### config.mk
export PLATFORM = sky130hd
export DESIGN_NAME = mult_share_sched
export DESIGN_NICKNAME = d
export VERILOG_FILES = /design/src/rtl/mult_share_sched.sv
export SDC_FILE = /design/constraint.sdc
export NUM_CORES = 1
export LEC_CHECK = 0
export BUFFER_PORTS_ARGS = -buffer_cell sky130_fd_sc_hd__buf_2
export CAP_MARGIN = 20
export CORE_AREA = 8 8 176 178
export DETAILED_ROUTE_END_ITERATION = 12
export DIE_AREA = 0 0 184 186
export GPL_ROUTABILITY_DRIVEN = 0
export HOLD_SLACK_MARGIN = 0.02
export PLACE_DENSITY = 0.51
export SYNTH_ARGS = -nofsm -noshare
export SYNTH_HDL_FRONTEND = slang
export SYNTH_SLANG_ARGS = --single-unit
### constraint.sdc
create_clock -name clk -period 3.55 [get_ports clk]
set_input_delay 0.1775 -clock clk [delete_from_list [all_inputs] [get_ports clk]]
set_output_delay 0.1775 -clock clk [all_outputs]
set_load 0.02 [all_outputs]
### src/rtl/mult_share_sched.sv
`default_nettype none
// ============================================================================
// Module   : mult_share_sched
// Brief    : Round-robin scheduler sharing one non-pipelined, variable-latency
//            multiplier among N_REQ requesters. Define MULT_SCHED_TIMEOUT_EN
//            to add a WAIT-state timeout reported on rsp_err.
// Revision : 1.0
// ============================================================================
module mult_share_sched #(
    parameter int DATA_WIDTH = 32,
    parameter int N_REQ      = 4,
    parameter int MIN_LAT    = 2,
    parameter int TIMEOUT    = 255
) (
    input  logic                        clk,
    input  logic                        rst,
    input  logic [N_REQ-1:0]            req_valid,
    output logic [N_REQ-1:0]            req_ready,
    input  logic [N_REQ*DATA_WIDTH-1:0] req_a,
    input  logic [N_REQ*DATA_WIDTH-1:0] req_b,
    output logic                        rsp_valid,
    input  logic                        rsp_ready,
    output logic [$clog2(N_REQ)-1:0]    rsp_id,
    output logic [2*DATA_WIDTH-1:0]     rsp_z,
    output logic                        rsp_err,
    output logic [DATA_WIDTH-1:0]       m_a,
    output logic [DATA_WIDTH-1:0]       m_b,
    output logic                        m_valid,
    input  logic                        m_ovalid,
    input  logic [2*DATA_WIDTH-1:0]     m_c,
    output logic                        busy
);

    localparam int              ID_W      = $clog2(N_REQ);
    localparam int              BL_W      = (MIN_LAT < 1) ? 1 : $clog2(MIN_LAT + 1);
    localparam logic [ID_W-1:0] LAST_ID   = ID_W'(N_REQ - 1);
    localparam logic [BL_W-1:0] BLANK_END = BL_W'(MIN_LAT);

    typedef enum logic [1:0] {
        S_IDLE  = 2'd0,
        S_ISSUE = 2'd1,
        S_WAIT  = 2'd2,
        S_RESP  = 2'd3
    } state_t;

    state_t                  state_q, state_d;
    logic [ID_W-1:0]         rr_ptr_q, rr_ptr_d;
    logic [ID_W-1:0]         rsp_id_q, rsp_id_d;
    logic [DATA_WIDTH-1:0]   m_a_q, m_a_d, m_b_q, m_b_d;
    logic [2*DATA_WIDTH-1:0] rsp_z_q, rsp_z_d;
    logic [BL_W-1:0]         blank_q, blank_d;
    logic                    blank_done;

    logic                    found;
    logic [ID_W-1:0]         grant;
    logic [ID_W-1:0]         cand;
    int                      idx;
    logic [DATA_WIDTH-1:0]   sel_a, sel_b;

`ifdef MULT_SCHED_TIMEOUT_EN
    localparam logic [7:0]   TMO_LAST = 8'(TIMEOUT - 1);
    logic [7:0]              tmo_q, tmo_d;
    logic                    rsp_err_q, rsp_err_d;
`else
    logic                    unused_timeout;
    assign unused_timeout = (TIMEOUT == 0);
`endif

    // Round-robin search starting at rr_ptr, wrapping past N_REQ-1.
    always_comb begin
        found = 1'b0;
        grant = '0;
        cand  = '0;
        idx   = 0;
        for (int k = 0; k < N_REQ; k++) begin
            idx = int'(rr_ptr_q) + k;
            if (idx >= N_REQ) begin
                idx = idx - N_REQ;
            end
            cand = ID_W'(idx);
            if (!found && req_valid[cand]) begin
                found = 1'b1;
                grant = cand;
            end
        end
    end

    always_comb begin
        sel_a = '0;
        sel_b = '0;
        for (int k = 0; k < N_REQ; k++) begin
            if (grant == ID_W'(k)) begin
                sel_a = req_a[k*DATA_WIDTH +: DATA_WIDTH];
                sel_b = req_b[k*DATA_WIDTH +: DATA_WIDTH];
            end
        end
    end

    always_comb begin
        req_ready = '0;
        if (state_q == S_IDLE && found) begin
            req_ready[grant] = 1'b1;
        end
    end

    assign blank_done = (blank_q >= BLANK_END);

    always_comb begin
        state_d  = state_q;
        rr_ptr_d = rr_ptr_q;
        rsp_id_d = rsp_id_q;
        m_a_d    = m_a_q;
        m_b_d    = m_b_q;
        rsp_z_d  = rsp_z_q;
        blank_d  = blank_q;
`ifdef MULT_SCHED_TIMEOUT_EN
        tmo_d     = tmo_q;
        rsp_err_d = rsp_err_q;
`endif
        case (state_q)
            S_IDLE: begin
                if (found) begin
                    m_a_d    = sel_a;
                    m_b_d    = sel_b;
                    rsp_id_d = grant;
                    state_d  = S_ISSUE;
                end
            end
            S_ISSUE: begin
                blank_d = '0;
`ifdef MULT_SCHED_TIMEOUT_EN
                tmo_d     = '0;
                rsp_err_d = 1'b0;
`endif
                state_d = S_WAIT;
            end
            S_WAIT: begin
                // The multiplier's o_valid may still reflect the previous
                // operation until MIN_LAT cycles have elapsed.
                if (!blank_done) begin
                    blank_d = blank_q + BL_W'(1);
                end
                if (blank_done && m_ovalid) begin
                    rsp_z_d = m_c;
                    state_d = S_RESP;
                end
`ifdef MULT_SCHED_TIMEOUT_EN
                else if (tmo_q == TMO_LAST) begin
                    rsp_z_d   = '0;
                    rsp_err_d = 1'b1;
                    state_d   = S_RESP;
                end else begin
                    tmo_d = tmo_q + 8'd1;
                end
`endif
            end
            S_RESP: begin
                if (rsp_ready) begin
                    if (rsp_id_q == LAST_ID) begin
                        rr_ptr_d = '0;
                    end else begin
                        rr_ptr_d = rsp_id_q + ID_W'(1);
                    end
                    state_d = S_IDLE;
                end
            end
            default: state_d = S_IDLE;
        endcase
    end

    always_ff @(posedge clk or posedge rst) begin
        if (rst) begin
            state_q   <= S_IDLE;
            rr_ptr_q  <= '0;
            rsp_id_q  <= '0;
            m_a_q     <= '0;
            m_b_q     <= '0;
            rsp_z_q   <= '0;
            blank_q   <= '0;
`ifdef MULT_SCHED_TIMEOUT_EN
            tmo_q     <= '0;
            rsp_err_q <= 1'b0;
`endif
        end else begin
            state_q   <= state_d;
            rr_ptr_q  <= rr_ptr_d;
            rsp_id_q  <= rsp_id_d;
            m_a_q     <= m_a_d;
            m_b_q     <= m_b_d;
            rsp_z_q   <= rsp_z_d;
            blank_q   <= blank_d;
`ifdef MULT_SCHED_TIMEOUT_EN
            tmo_q     <= tmo_d;
            rsp_err_q <= rsp_err_d;
`endif
        end
    end

`ifdef MULT_SCHED_TIMEOUT_EN
    assign rsp_err = rsp_err_q;
`else
    assign rsp_err = 1'b0;
`endif

    assign busy      = (state_q != S_IDLE);
    assign m_valid   = (state_q == S_ISSUE);
    assign rsp_valid = (state_q == S_RESP);
    assign rsp_id    = rsp_id_q;
    assign rsp_z     = rsp_z_q;
    assign m_a       = m_a_q;
    assign m_b       = m_b_q;

endmodule
`default_nettype wire

# After elaboration in Yosys (flattened, before gate mapping)
# Index checks and enable logic that the tools add are counted.
# word_totals
ff_bits,136
latchBits,0
ram_bits,0
rom_bits,0
inputBits,328
output_inout_bits,138
word_cells,94
memories,0
# op_classes
n_addsub,9
n_mul,0
div,0
order_cmp,11
n_eq_ne,11
shift,0
muxes,38
bitwise,0
n_reduce_logical,18
# ops
cell,n
32-bit two-way mux,8
2-bit two-way mux,13
2-bit by 3-bit less-than comparator with 1-bit output (second input constant),5
2-bit equality test (second input constant),5
3-bit greater-or-equal comparator (second input constant),3
1-bit two-way mux,9
1-bit binary-select mux with 2-bit select,4
2-bit case mux with 4 select lines,1
2-bit AND reduction,4
2-bit by 1-bit subtractor with 2-bit output (second input constant),4
2-bit by 2-bit adder with 3-bit output (second input constant),2
1-bit logical AND,6
2-bit inequality test (second input constant),3
2-bit by 1-bit adder with 2-bit output (second input constant),2
2-bit by 1-bit equality test with 1-bit output (second input constant),2
2-bit logical NOT,2
4-bit two-way mux,1
2-bit case mux with 2 select lines,1
2-bit nonzero test,2
2-bit by 1-bit adder with 3-bit output (second input constant),1
2-bit by 3-bit greater-or-equal comparator with 1-bit output (second input constant),1
1-bit logical NOT,3
3-bit AND reduction,1
1-bit demux with 2-bit select,1
3 further kinds,3

# Logic depth before layout (Yosys ltp)
# logic_depth
ltp_word,19
ltp_mapped,8
depth_no_buf,7

# Least setup slack after synthesis
# OpenSTA, ideal clock, no wires.
# synth_path
path_type,register -> register
startpoint,reg rr_ptr_q[1]
endpoint,"reg m_a_q[1], in the netlist m_a[1]"
setup_ns,0.126
arrival_time_ns,1.846
t_required_ns,3.424
path_slack_ns,1.578
path_stages_with_launch,8
n_path_buf,2
path_cell_list,dfrtp_1 buf_6 and2_1 and2_4 nor3_4 buf_6 mux2_4 a221o_1
# synth_between
elab_chain_cells,19
word_cells_on_any_way,46
# synth_lines
item,line_no,source
start: declaration,47,"logic [ID_W-1:0] rr_ptr_q, rr_ptr_d;"
start signal: assignment,186,rr_ptr_q <= rr_ptr_d;
"parallel branches: the longest is 19 deep, another holds 2-bit by 1-bit adder with 3-bit output",--,
end signal: assignment,188,m_a_q <= m_a_d;
end: declaration,49,"logic [DATA_WIDTH-1:0] m_a_q, m_a_d, m_b_q, m_b_d;"
# Parallel ways; which one is timed is not known. The select of a mux whose other input is x is not followed.
# A chain may end at the register's enable or synchronous reset.

# Final worst setup path
# layout_path
startpoint,reg rr_ptr_q[1]
endpoint,out req_ready[0]
# layout_between
elab_chain_cells,19
word_cells_on_any_way,44
# layout_lines
item,line_no,source
"parallel branches: the longest is 18 deep, another holds 2-bit by 1-bit adder with 3-bit output",--,
4-bit two-way mux (*),101,if (state_q == S_IDLE && found) begin
end: declaration,18,"output logic [N_REQ-1:0] req_ready,"
# Mark *: on every way between the ends. The select of a mux whose other input is x is not followed.

==> key figures <==
CTS
  • Postcts setup bufs: 0
  • CTS Buf Count: 17
  • CTS Buffer Depth: 2
  • H-tree depth: 4
  • Clock root buffer: clkbuf_16
  • CTS Sinks: 136
  • Skew-Pair Late Insertion Delay: 420 ps
  • Post_cts resized: 0
  • Clock-pin slew on the worst setup and hold paths: 80 ps
  • CTS tree: built

Floorplanning
  • Core ar.: 28200 µm²
  • Die height: 186 µm
  • Total die area: 34200 µm²
  • I/O Pins: 466
  • Die width: 184 µm
  • Starting Density: 25.2%
  • Row Count: 62

Global routing
  • Initial antenna violation count: 4
  • Total GRT Usage: 19.0%
  • Largest net degree at the start of global routing: 137
  • GRT overflow: 0
  • Global-route wire length before repair: 49.9 mm
  • Number of global-route vias before repair: 7973

Timing
  • Slew margin rel.: 41.9%
  • PnR worst setup slack: 631 ps
  • Fin crit share: 82.2%
  • Max-slew violation count: 0
  • Setup_tns: 0 ps
  • Period minus WS final: 2920 ps
  • RSZ-0062 raised after global routing: false
  • Count of final hold-check violations: 0
  • Fin Clk Skew: 16.3 ps
  • Final-report setup violation count: 0
  • Max Clk Rate: 343 MHz
  • Slew at the pin closest to its max-slew limit: 869 ps

Setup path
  • WP data arrival: 2740 ps
  • Setup crit end kind: output pin
  • WP data required: 3370 ps
  • R2R Setup Slk: 1000 ps
  • Setup CP Type: flop to output pin
  • Critical-path maximum fanout: 56
  • Nature of the critical path startpoint: flop

Routing
  • Vias per cell: 4.81
  • DRT antenna net count: 0
  • DRT Wirelength: 33.9 mm
  • # DRC: 0
  • DRT iter0 DRCs: 325
  • First-pass iteration count of the detailed router: 5
  • Via Count: 7453
  • WL/cell: 21.9 µm

Placement
  • Worst slack at placement: 963 ps
  • DP HPWL: 25.6 mm
  • Port buffer count: 464
  • Placed insts: 1451

Logic synthesis
  • Mean Syn Cell Area: 10.9 µm²
  • EDFF count, synth: 0
  • Asr flop ratio synth: 100%
  • Syn Inst Count: 655
  • Area contributors post-synth: dfrtp_1 48%, mux2_2 11%, o221ai_1 6.0%, a211oi_1 5.4%, a21boi_0 5.2%
  • Area leader, netlist: dfrtp_1
  • Top cells by count, synth: 136 x dfrtp_1, 67 x mux2_2, 62 x nand2_1
  • Warnings, synthesis: 0
  • Post-synth top area share: 47.8%
  • Sequential share of the synthesized area: 47.8%
  • Count leader, synth: dfrtp_1
  • Synthesized flop and latch total: 136
  • Dominant synthesized flop cell: dfrtp_1
  • Yosys cell types: 45
  • Post-Syn Nets: 989
  • Synth Cell Area: 7110 µm²

Hold path
  • Worst Hold Class: input port to flop

Status
  • Outcome: completed

Cells and area
  • Share of layout cells above drive strength 1: 51.2%
  • Area Growth Syn to Fin: 54.9%
  • Non-Filler Instances: 1549
  • # nets final: 1485

Power
  • PD cells: 854 nW/µm²
  • Leak: 0.00532 µW
  • Max VDD drop: 0.396 mV

Job
  • Max-cap violations: 0
## flip-flops by register name, indices dropped and copies added (netlist names)
signal / count
state_q: 2
blank_q: 2
m_b: 32
rsp_z: 64
rsp_id: 2
rr_ptr_q: 2
m_a: 32
## metrics by stage
stage | power (µW) | utilization (%) | area, µm² | hold WS (ps)
floorplan | 5840 | - | 7120 | 328
global placement | 7600 | 34.7 | 9790 | 411
detailed placement | 7680 | 34.7 | 9790 | 413
CTS | 9600 | 39.0 | 11000 | 23.5
global route | 10100 | 39.0 | 11000 | 23.0
finish | 9420 | 39.0 | 11000 | 46.3
## power breakdown
group / leakage [µW] / switching [µW] / internal, µW
Clock: 0.000279 / 812 / 997
Combinational: 0.00338 / 3040 / 1810
Sequential: 0.00166 / 427 / 2330
Total: 0.00532 / 4280 / 5140
## worst paths after layout
kind,start,endpoint,depth (start not counted)
max reg2reg,rr_ptr_q[1]$_DFFE_PP0P_,m_a[7]$_DFFE_PP0N_,5
max,rr_ptr_q[1]$_DFFE_PP0P_,req_ready[0],6
min in group asynchronous,rst,rsp_z[48]$_DFFE_PP0P_,4
min,req_b[67],m_b[3]$_DFFE_PP0N_,3
min reg2reg,blank_q[0]$_DFFE_PP0P_,blank_q[0]$_DFFE_PP0P_,1
max in group asynchronous,rst,m_b[11]$_DFFE_PP0N_,4
## layout make-up
class / instances / area (µm²)
clock inverter: 15 / 155
multi-input combinational: 447 / 3410
fill: 2936 / 17200
inverter: 9 / 37.5
tap: 384 / 480
clock buffer: 17 / 425
antenna: 1 / 2.50
sequential: 136 / 3400
timing repair buffer: 540 / 3110
## placed cells by master (no fill, tap or decap), types with 4 or more instances in the layout
master,instances
inv_8,4
nand4_1,11
inv_6,6
nor2_1,7
dlygate4sd3_1,65
a221o_1,11
o21ai_0,11
a21boi_0,49
a211oi_1,51
ha_1,6
buf_2,464
buf_12,4
inv_1,8
clkinvlp_4,4
a21oi_1,13
clkbuf_16,17
buf_4,7
o31ai_1,12
o221ai_1,49
mux2_2,67
mux2_4,9
nand2_1,62
dfrtp_1,136
o21ai_1,48
## critical path: stages (launching register included)
cell and delay (ps):
dfrtp_1 490, and2_1 260, and2_4 240, nor3_4 720, buf_12 330, nor3_1 90, buf_2 180
## what timing repair did
| action | CTS | global route |
|---|---|---|
| hold buffers | 65 | 0 |
| setup endpoints to repair | 0 | 0 |
| endpoints found under the hold margin | 88 | 0 |
## logic make-up (layout without fill, tap and decap cells)
family | Yosys count | after routing | share of synthesized area [%]
DFF | 136 | 136 | 47.8
AOI/OAI and AO/OA | 264 | 264 | 27.2
other | 1 | 2 | 0.0527
buffers and inverters | 72 | 581 | 4.68
muxes | 78 | 78 | 12.8
adders and majority gates | 6 | 6 | 1.06
and+or+nand+nor | 98 | 98 | 6.35
## layer usage
| layer | track usage (%) | wire length [µm] | up-vias |
|---|---|---|---|
| met3 | 7.42 | 3180 | 36 |
| met4 | 5.13 | 582 | 6 |
| met2 | 33.5 | 17100 | 336 |
| met1 | 21.2 | 13000 | 3565 |
| li1 | - | - | 3510 |
| met5 | 0 | 38 | - |
No activity file was read; power rests on OpenSTA's default activity.
